## config.mk

```make
export PLATFORM = sky130hd
export DESIGN_NAME = bb_ram_loader
export DESIGN_NICKNAME = d
export VERILOG_FILES = /design/src/rtl/bb_ram_loader.sv
export SDC_FILE = /design/constraint.sdc
export NUM_CORES = 1
export LEC_CHECK = 0
export ABC_AREA = 1
export CAP_MARGIN = 30
export CELL_PAD_IN_SITES_DETAIL_PLACEMENT = 2
export CELL_PAD_IN_SITES_GLOBAL_PLACEMENT = 2
export CORE_ASPECT_RATIO = 1.4
export CORE_MARGIN = 3
export CORE_UTILIZATION = 29
export CTS_CLUSTER_SIZE = 12
export DETAILED_ROUTE_END_ITERATION = 10
export PLACE_DENSITY = 0.77
export SLEW_MARGIN = 5
export SYNTH_ARGS = -nofsm -noshare
export SYNTH_HDL_FRONTEND = slang
export SYNTH_SLANG_ARGS = --single-unit
```

## constraint.sdc

```tcl
create_clock -name i_clk -period 4.6 [get_ports i_clk]
set_clock_uncertainty 0.1 [all_clocks]
set_input_delay 1.38 -clock i_clk [delete_from_list [all_inputs] [get_ports i_clk]]
set_output_delay 1.38 -clock i_clk [all_outputs]
set_load 0.01 [all_outputs]
```

## src/rtl/bb_ram_loader.sv

```systemverilog
// Packs an sop/eop byte stream little-endian into 32-bit bb_ram writes, then reports packet length and overflow.
// Latency: a word is written the cycle after its lane-3 byte (or eop) is accepted; pkt_done rides the final write.
// Backpressure: none while idle/receiving (1 byte/cycle); rx_ready is low from end of packet until release.
// Optional macro BB_LOADER_LEN_HDR_EN: payload starts at word 1 and an {err, len} header is written to word 0 afterwards.
module bb_ram_loader #(
    parameter int BUF_BYTES    = 8192,
    parameter int AUTO_RELEASE = 0,
    localparam int AW = $clog2(BUF_BYTES) - 2,
    localparam int LW = $clog2(BUF_BYTES) + 1
) (
    input  logic          i_clk,
    input  logic          i_reset,
    input  logic [7:0]    i_rx_data,
    input  logic          i_rx_valid,
    input  logic          i_rx_sop,
    input  logic          i_rx_eop,
    output logic          o_rx_ready,
    output logic [AW-1:0] o_ram_addr,
    output logic [31:0]   o_ram_data,
    output logic [3:0]    o_ram_we,
    output logic          o_ram_en,
    output logic          o_pkt_done,
    output logic [LW-1:0] o_pkt_len,
    output logic          o_pkt_err,
    input  logic          i_buf_release
);

`ifdef BB_LOADER_LEN_HDR_EN
    localparam int HDR_BYTES = 4;
`else
    localparam int HDR_BYTES = 0;
`endif

    // Payload capacity; bytes past this are drained but never written, so the address cannot wrap.
    localparam logic [LW-1:0] CAP       = LW'(BUF_BYTES - HDR_BYTES);
    localparam logic [AW-1:0] BASE_WORD = AW'(HDR_BYTES / 4);

    typedef enum logic [1:0] {
        ST_IDLE,
        ST_RECV,
`ifdef BB_LOADER_LEN_HDR_EN
        ST_HDR,
`endif
        ST_DONE
    } state_t;

    state_t        r_state, w_state_nxt;
    logic [LW-1:0] r_cnt, w_cnt_nxt;
    logic          r_ovf, w_ovf_nxt;
    logic [31:0]   r_pack, w_pack_nxt;
    logic          r_ram_en, w_ram_en;
    logic [3:0]    r_ram_we, w_ram_we;
    logic [AW-1:0] r_ram_addr, w_ram_addr;
    logic [31:0]   r_ram_data, w_ram_data;
    logic          r_pkt_done, w_pkt_done;
    logic [LW-1:0] r_pkt_len, w_pkt_len;
    logic          r_pkt_err, w_pkt_err;

    logic          w_rx_ready;
    logic          w_accept;
    logic [LW-1:0] w_cnt_base;
    logic [31:0]   w_pack_base;
    logic          w_ovf_base;
    logic [1:0]    w_lane;

    assign w_rx_ready = (r_state == ST_IDLE) || (r_state == ST_RECV);
    assign w_accept   = i_rx_valid && w_rx_ready;

    // Next-state, byte packing and write/done generation for the registered buffer interface.
    always_comb begin
        w_state_nxt = r_state;
        w_cnt_nxt   = r_cnt;
        w_ovf_nxt   = r_ovf;
        w_pack_nxt  = r_pack;
        w_ram_en    = 1'b0;
        w_ram_we    = 4'h0;
        w_ram_addr  = r_ram_addr;
        w_ram_data  = r_ram_data;
        w_pkt_done  = 1'b0;
        w_pkt_len   = r_pkt_len;
        w_pkt_err   = r_pkt_err;
        // An sop always restarts at byte 0, which also drops any partial word of an aborted packet.
        w_cnt_base  = i_rx_sop ? '0 : r_cnt;
        w_pack_base = i_rx_sop ? 32'h0 : r_pack;
        w_ovf_base  = i_rx_sop ? 1'b0 : r_ovf;
        w_lane      = w_cnt_base[1:0];

        case (r_state)
            ST_IDLE, ST_RECV: begin
                // In IDLE only an sop byte starts a packet; stray bytes are swallowed.
                if (w_accept && (i_rx_sop || (r_state == ST_RECV))) begin
                    w_state_nxt = ST_RECV;
                    if (w_cnt_base < CAP) begin
                        w_pack_base[8*w_lane +: 8] = i_rx_data;
                        w_cnt_nxt = w_cnt_base + LW'(1);
                        if ((w_lane == 2'd3) || i_rx_eop) begin
                            w_ram_en   = 1'b1;
                            w_ram_addr = BASE_WORD + AW'(w_cnt_base >> 2);
                            w_ram_data = w_pack_base;
                            case (w_lane)
                                2'd0:    w_ram_we = 4'b0001;
                                2'd1:    w_ram_we = 4'b0011;
                                2'd2:    w_ram_we = 4'b0111;
                                default: w_ram_we = 4'b1111;
                            endcase
                            w_pack_base = 32'h0;
                        end
                    end else begin
                        w_cnt_nxt  = w_cnt_base;
                        w_ovf_base = 1'b1;
                    end
                    w_pack_nxt = w_pack_base;
                    w_ovf_nxt  = w_ovf_base;
                    if (i_rx_eop) begin
                        w_pkt_len = w_cnt_nxt;
                        w_pkt_err = w_ovf_base;
`ifdef BB_LOADER_LEN_HDR_EN
                        w_state_nxt = ST_HDR;
`else
                        w_pkt_done  = 1'b1;
                        w_state_nxt = ST_DONE;
`endif
                    end
                end
            end
`ifdef BB_LOADER_LEN_HDR_EN
            ST_HDR: begin
                w_ram_en    = 1'b1;
                w_ram_we    = 4'hF;
                w_ram_addr  = '0;
                w_ram_data  = {r_pkt_err, {(31-LW){1'b0}}, r_pkt_len};
                w_pkt_done  = 1'b1;
                w_state_nxt = ST_DONE;
            end
`endif
            ST_DONE: begin
                if ((AUTO_RELEASE != 0) || i_buf_release) begin
                    w_state_nxt = ST_IDLE;
                end
            end
            default: w_state_nxt = ST_IDLE;
        endcase
    end

    // FSM state register.
    always_ff @(posedge i_clk or posedge i_reset) begin
        if (i_reset) begin
            r_state <= ST_IDLE;
        end else begin
            r_state <= w_state_nxt;
        end
    end

    // Byte counter, pack register and registered buffer/status outputs.
    always_ff @(posedge i_clk or posedge i_reset) begin
        if (i_reset) begin
            r_cnt      <= '0;
            r_ovf      <= 1'b0;
            r_pack     <= 32'h0;
            r_ram_en   <= 1'b0;
            r_ram_we   <= 4'h0;
            r_ram_addr <= '0;
            r_ram_data <= 32'h0;
            r_pkt_done <= 1'b0;
            r_pkt_len  <= '0;
            r_pkt_err  <= 1'b0;
        end else begin
            r_cnt      <= w_cnt_nxt;
            r_ovf      <= w_ovf_nxt;
            r_pack     <= w_pack_nxt;
            r_ram_en   <= w_ram_en;
            r_ram_we   <= w_ram_we;
            r_ram_addr <= w_ram_addr;
            r_ram_data <= w_ram_data;
            r_pkt_done <= w_pkt_done;
            r_pkt_len  <= w_pkt_len;
            r_pkt_err  <= w_pkt_err;
        end
    end

    assign o_rx_ready = w_rx_ready;
    assign o_ram_en   = r_ram_en;
    assign o_ram_we   = r_ram_we;
    assign o_ram_addr = r_ram_addr;
    assign o_ram_data = r_ram_data;
    assign o_pkt_done = r_pkt_done;
    assign o_pkt_len  = r_pkt_len;
    assign o_pkt_err  = r_pkt_err;

endmodule

```

==> results of run 1 <==
==> synthesized netlist by cell type, types with 2 or more instances <==
library cell  number
buf_6              4
o21ai_0           37
xor2_1             2
inv_4              2
ha_1               6
buf_2             24
inv_2              2
nand2_2            2
nand3_1           63
o22ai_1            9
buf_1              5
nor2_4             4
o211ai_1          15
o21ai_1            8
nand2_1          246
a21oi_1            8
inv_1             37
nor3_1             2
nor2_1            29
a22o_1             2
dfrtp_1          112
nand4_1           36
buf_4              4
o21a_1             2
==> cells in the final DEF (no fill, tap or decap), drive strengths merged, types with 3 or more instances in the layout <==
cell,netlist,layout
nand4,37,37
o211ai,15,15
nand2,249,249
clkbuf,2,9
nor2,35,35
inv,41,41
clkinv,1,5
o21ai,45,45
buf,37,10
o22ai,9,9
nand3,63,63
dfrtp,112,112
clkdlybuf4s50,0,78
ha,6,6
a21oi,8,8
nor3,3,3
==> through the flow <==
stage               worst slack, ns  instance area [sq um]  utilization
global placement              0.555                   6430        0.352
global route                  0.634                   6730        0.368
detailed placement            0.484                   6430        0.352
CTS                           0.872                   6730        0.368
floorplan                     0.161                   5490            -
finish                        0.840                   6730        0.368
==> state kept, by name, summed over array words and instances, names as in the netlist <==
register	count
o_pkt_done	1
o_pkt_err	1
o_pkt_len	14
o_ram_addr	11
o_ram_data	32
o_ram_we	4
r_cnt	14
r_ovf	1
r_pack	32
r_state	2
==> worst min path at each step <==
stage,from,to,slack [ns]
floorplan,r_cnt[12]$_DFFE_PP0P_,r_cnt[12]$_DFFE_PP0P_,0.35
global placement,r_cnt[12]$_DFFE_PP0P_,r_cnt[12]$_DFFE_PP0P_,0.36
detailed placement,o_ram_data[1]$_DFFE_PP0P_,o_ram_data[1]$_DFFE_PP0P_,0.37
CTS,o_ram_data[1]$_DFFE_PP0P_,o_ram_data[1]$_DFFE_PP0P_,0.39
global route,o_ram_data[1]$_DFFE_PP0P_,o_ram_data[1]$_DFFE_PP0P_,0.42
finish,o_ram_data[16]$_DFFE_PP0P_,o_ram_data[16]$_DFFE_PP0P_,0.38
==> cells by family after synthesis <==
logic type	count (synthesis)	synth area share
compound gates	83	0.0880
xor+xnor	3	0.00479
fa+ha+maj	6	0.0137
buf+inv	81	0.0702
flops	112	0.511
simple gates	389	0.312
==> worst reg2reg max path, stage by stage, from the launching register on <==
cell	delay [ns]
dfrtp_1	0.40
inv_1	0.08
nor2_1	0.28
inv_1	0.18
ha_1	0.24
inv_1	0.31
nand4_1	0.42
o22ai_1	0.29
nand2_1	0.14
nand2_1	0.12
==> layer usage <==
metal,global-route usage,wire (um),vias to the layer above
li1,-,-,2334
met1,0.231,7800,2611
met2,0.342,9980,81
met3,0.0241,449,22
met4,0.0614,395,0
met5,0,0,-
==> where the power goes <==
| part | total [W] | switching (W) | leakage (nW) | internal [W] |
|---|---|---|---|---|
| clock network | 0.000813 | 0.000389 | 0.141 | 0.000423 |
| registers | 0.00116 | 0.0000752 | 1.54 | 0.00108 |
| logic | 0.000651 | 0.000425 | 1.42 | 0.000225 |
| total | 0.00262 | 0.000890 | 3.10 | 0.00173 |
==> final cells by class <==
cell class                      count  area [sq um]
Fill cell                        2092         11600
Inverter                           42           165
Tap cell                          240           300
Sequential cell                   112          2800
Multi-Input combinational cell    481          2300
Clock inverter                      7          72.6
Clock buffer                        9           225
Timing Repair Buffer               88           868
==> out/results.ini, run 1 <==
[run_status]
outcome = finished, final reports clean

[logic_synthesis]
post-synth-top-area-fraction = 0.511
syn-num-nets = 694
seq_area_frac_synth = 0.511
synthArstFlopShare = 1.00
synth_edf_count = 0
synth.area.top_cells = dfrtp_1 (51%), nand2_1 (17%), nand3_1 (5.7%)
avgSynthCellArea_sq_um = 8.14
syn_inst = 674
synth_top_cell_by_area = dfrtp_1
synth_flop_cell = dfrtp_1
synth_cell_types = 37
synth_area_sq_um = 5490
ys_warn_count = 0
ys_seq_elements = 112

[clocking]
tritoncts = done
cts_root_buf = clkbuf_16
clkSinkCount = 112
cts_made_buffers = 9
htreeDepth = 3
ctsHoldBuffers = 0
clk_pin_slew_worst_paths_ns = 0.08
cts_buffer_depth = 2
cts_setup_buffers = 0
clk_latency_ns = 0.36
cts_resized = 0

[drt]
drt_pass1_iterations = 4
ant_nets = 0
wl_per_cell_um = 19.0
vias_per_cell = 5.16
vias = 5048
drc_errors = 0
drt_iter0_drc = 198
routed_wl_um = 18600

[worst_setup_path]
cp-startpoint = i_rx_sop
worstPathCellList = clkdlybuf4s50_1, nor2_1, inv_1, ha_1, inv_1, nand4_1, o22ai_1, nand2_1, nand2_1
critPathLaunchType = primary input
r2r_cells = 9
crit_path_end = o_ram_data[21]$_DFFE_PP0P_
crit_path_max_fanout = 11
cpPeakStageDelay_ns = 0.53
arrival_ns = 3.95
worst-path-stages = 9
end_kind = flop
crit_slowest_cell = clkdlybuf4s50_1
r2r_end = o_ram_data[21]$_DFFE_PP0P_
regToRegSetupSlack_ns = 1.98
critical-path-top-delay-family = buffers and inverters
r2r-start = r_cnt[1]$_DFFE_PP0P_
crit_required_ns = 4.79
worst-path-buf-inv = 3
criticalPathCategory = in2reg

[place]
place.gp.congestion = 0.804
hpwl_um = 12900
io_buffers = 78
placed_cells = 963

[hold_path]
hold_class = reg2reg
whs_path_depth = 2

[sta]
tns_ns = 0
tightest_slew_ns = 0.837
setup_viol_count_final = 0
finalCritPeriodShare = 0.817
relSlewSlack = 0.442
fmax_mhz = 266
holdWs_ns = 0.377
rsz0062_at_grt = false
maxSlewViolCount = 0
hold_viol = 0
min_period_ns = 3.76

[floorplan]
core_sq_um = 18300
num_rows = 58
dieArea_sq_um = 20600
die_x_um = 122
io-pin-count = 79
initial_core_util = 0.300
dieHeight_um = 169

[power_and_ir_drop]
peakVddDrop_v = 0.000208
leakage_nw = 3.10
design_power_total_w = 0.00262
powerDensity_nw_per_um2 = 389

[cells_and_area]
area_delta_synth_final_pct = 22.7
diodes = 0
finalNonFillerCells = 979
nNetsFinal = 754
drive_above_1_share = 0.0582

[global_routing]
grt_pass1_vias = 5804
gr-usage-all-layers = 0.189
antenna_found_initial = 0
grt_pass1_wl_um = 31200
grt_max_degree = 77
grt-ovfl-total = 0

[job]
cap_viol_max_count = 0

Note: power is estimated with default switching activity, not from simulation.
==> inputs of run 2 (changes only) <==
==> constraint.sdc (replaced) <==
create_clock -name i_clk -period 3.1 [get_ports i_clk]
set_clock_uncertainty 0.1 [all_clocks]
set_input_delay 0.93 -clock i_clk [delete_from_list [all_inputs] [get_ports i_clk]]
set_output_delay 0.93 -clock i_clk [all_outputs]
set_load 0.01 [all_outputs]
==> out/results.ini, run 2 (synthesis results as in run 1) <==
[cells_and_area]
nNetsFinal = 786  ; +4.2%
nFillCells = 2064  ; -1.3%
area_delta_synth_final_pct = 28.4
drive_above_1_share = 0.0973  ; +0.0391
mostFrequentLayoutCell = nand2_1
final_util = 0.385  ; +0.0171
mostFrequentLayoutCells = nand2_1 (246), dfrtp_1 (112), clkdlybuf4s50_1 (78)
diodes = 0  ; unchanged

[power_and_ir_drop]
peakVddDrop_v = 0.000321  ; +54%
powerDensity_nw_per_um2 = 568  ; +46%
leakage_nw = 3.28  ; +5.9%
design_power_total_w = 0.00400  ; +52%

[worst_setup_path]
end_kind = flop
crit_slowest_cell = clkdlybuf4s50_1
crit_required_ns = 3.30  ; -1.49 ns
cpPeakStageDelay_ns = 0.52  ; about the same
r2r-start = r_cnt[1]$_DFFE_PP0P_
regToRegSetupSlack_ns = 0.98  ; -1.00 ns
worst-path-buf-inv = 3  ; unchanged
criticalPathCategory = in2reg
critical-path-top-delay-family = buffers and inverters
arrival_ns = 3.00  ; -0.95 ns
r2r_cells = 9  ; unchanged
r2r_end = o_ram_data[4]$_DFFE_PP0P_
critPathLaunchType = primary input
crit_path_max_fanout = 8  ; -3
worstPathCellList = clkdlybuf4s50_1, nor2_1, inv_1, ha_1, inv_1, nand3_1, o21ai_0, nand2_1, nand2_1

[drt]
vias = 5143  ; +1.9%
vias_per_cell = 5.09  ; -1.3%
drt_pass1_iterations = 4  ; unchanged
drt_iter0_drc = 206  ; +4.0%
routed_wl_um = 19200  ; +3.2%
wl_per_cell_um = 19.0  ; about the same
ant_nets = 0  ; unchanged
drc_errors = 0  ; unchanged

[global_routing]
grt_max_degree = 113  ; +47%
antenna_found_initial = 0  ; unchanged
gr-usage-all-layers = 0.196  ; +0.00666
grt_pass1_vias = 5921  ; +2.0%
grt-ovfl-total = 0  ; unchanged
grt_pass1_wl_um = 32000  ; +2.6%

[floorplan]
dieHeight_um = 169  ; unchanged
dieArea_sq_um = 20600  ; unchanged
core_sq_um = 18300  ; unchanged
die_x_um = 122  ; unchanged
initial_core_util = 0.300  ; unchanged
io-pin-count = 79  ; unchanged
num_rows = 58  ; unchanged

[sta]
finalCritPeriodShare = 0.904
tightest_slew_ns = 0.705  ; -0.132 ns
hold_viol = 0  ; unchanged
fin_ws_ns = 0.297  ; -0.544 ns
min_period_ns = 2.80
relSlewSlack = 0.530  ; +0.0880
fmax_mhz = 357
maxSlewViolCount = 0  ; unchanged
setup_viol_count_final = 0  ; unchanged
rsz0062_at_grt = false

[clocking]
tritoncts = done
ctsHoldBuffers = 0  ; unchanged
cts_root_buf = clkbuf_16
clk_latency_ns = 0.37  ; about the same
cts_setup_buffers = 0  ; unchanged
cts_resized = 0  ; unchanged
cts_made_buffers = 9  ; unchanged
htreeDepth = 3  ; unchanged
cts_buffer_depth = 2  ; unchanged
clk_pin_slew_worst_paths_ns = 0.08  ; about the same
clkSinkCount = 112  ; unchanged

[hold_path]
hp-start = o_ram_data[16]$_DFFE_PP0P_
whs_path_depth = 2  ; unchanged
hold_end = o_ram_data[16]$_DFFE_PP0P_
hold_class = reg2reg

[place]
hpwl_um = 13800  ; +7.1%
io_buffers = 78  ; unchanged
place.gp.congestion = 0.823  ; +2.4%
place_ws_ns = -0.0732  ; -0.557 ns

[run_status]
outcome = finished, final reports clean

[job]
cap_viol_max_count = 0  ; unchanged

==> run 2: changes by cell type in the layout (fill, tap and decap cells not counted) <==
cell        previous run  this run
buf_12                 1         6
buf_4                  9        36
bufinv_16              1         0
clkinv_2               2         0
clkinv_4               2         1
clkinv_8               0         2
clkinvlp_4             2         1
inv_4                  3         2
inv_6                  0         2
inv_8                  0         2
==> run 2: per-stage QoR <==
stage	hold WS, ns	TNS [ns]	std cells	instance area, sq um
4_1_cts	0.385	0	1011	7050
3_5_place_dp	0.366	-0.662	995	6740
2_1_floorplan	0.349	0	674	5490
3_3_place_gp	0.360	-0.0121	995	6740
6_report	0.380	0	1011	7050
5_1_grt	0.420	0	1011	7050
==> run 2: power by group <==
group          total, W  internal, W  leakage, nW  switching [W]
clock           0.00119     0.000579        0.150       0.000614
sequential      0.00172      0.00161         1.54       0.000115
combinational   0.00108     0.000426         1.59       0.000656
==> run 2: layout make-up <==
cell class	count	area, sq um	share of cell area
well taps	240	300	0.0426
flip-flops and latches	112	2800	0.398
inverters	42	166	0.0236
clock buffers	9	225	0.0320
repair buffers	120	1170	0.166
multi-input cells	481	2300	0.326
clock inverters	7	81.3	0.0115
==> run 2: how the worst max path moves through the flow <==
stage               slack, ns  cells after the start                          to      from
CTS                      0.29                     11  o_ram_data[25]$_DFFE_PP0P_  i_rx_sop
detailed placement      -0.07                      9   o_ram_data[4]$_DFFE_PP0P_  i_rx_sop
finish                   0.30                      9   o_ram_data[4]$_DFFE_PP0P_  i_rx_sop
global route             0.10                     11  o_ram_data[25]$_DFFE_PP0P_  i_rx_sop
global placement        -0.01                      9   o_ram_data[4]$_DFFE_PP0P_  i_rx_sop
floorplan                0.57                     10      r_pack[22]$_DFFE_PP0P_  i_rx_sop
==> run 2: tightest hold or removal path, stage by stage, from the launching register on <==
cell     delay (ns)
dfrtp_1        0.35
nand2_1        0.05
nand2_1        0.04
==> run 2: layer usage <==
layer | vias to the layer above | share of wire | track usage
li1 | 2399 | - | -
met1 | 2637 | 0.41 | 0.233
met2 | 79 | 0.55 | 0.361
met3 | 28 | 0.022 | 0.0277
met4 | 0 | 0.023 | 0.0580
met5 | - | 0 | 0
==> inputs of run 3 (changes only) <==
--- a/config.mk
+++ b/config.mk
@@ -15,6 +15,7 @@
 export CTS_CLUSTER_SIZE = 12
 export DETAILED_ROUTE_END_ITERATION = 10
 export PLACE_DENSITY = 0.77
+export SKIP_CTS_REPAIR_TIMING = 1
 export SLEW_MARGIN = 5
 export SYNTH_ARGS = -nofsm -noshare
 export SYNTH_HDL_FRONTEND = slang
==> results of run 3 <==
The final DEF is identical to that of run 2; final timing and power are the same.
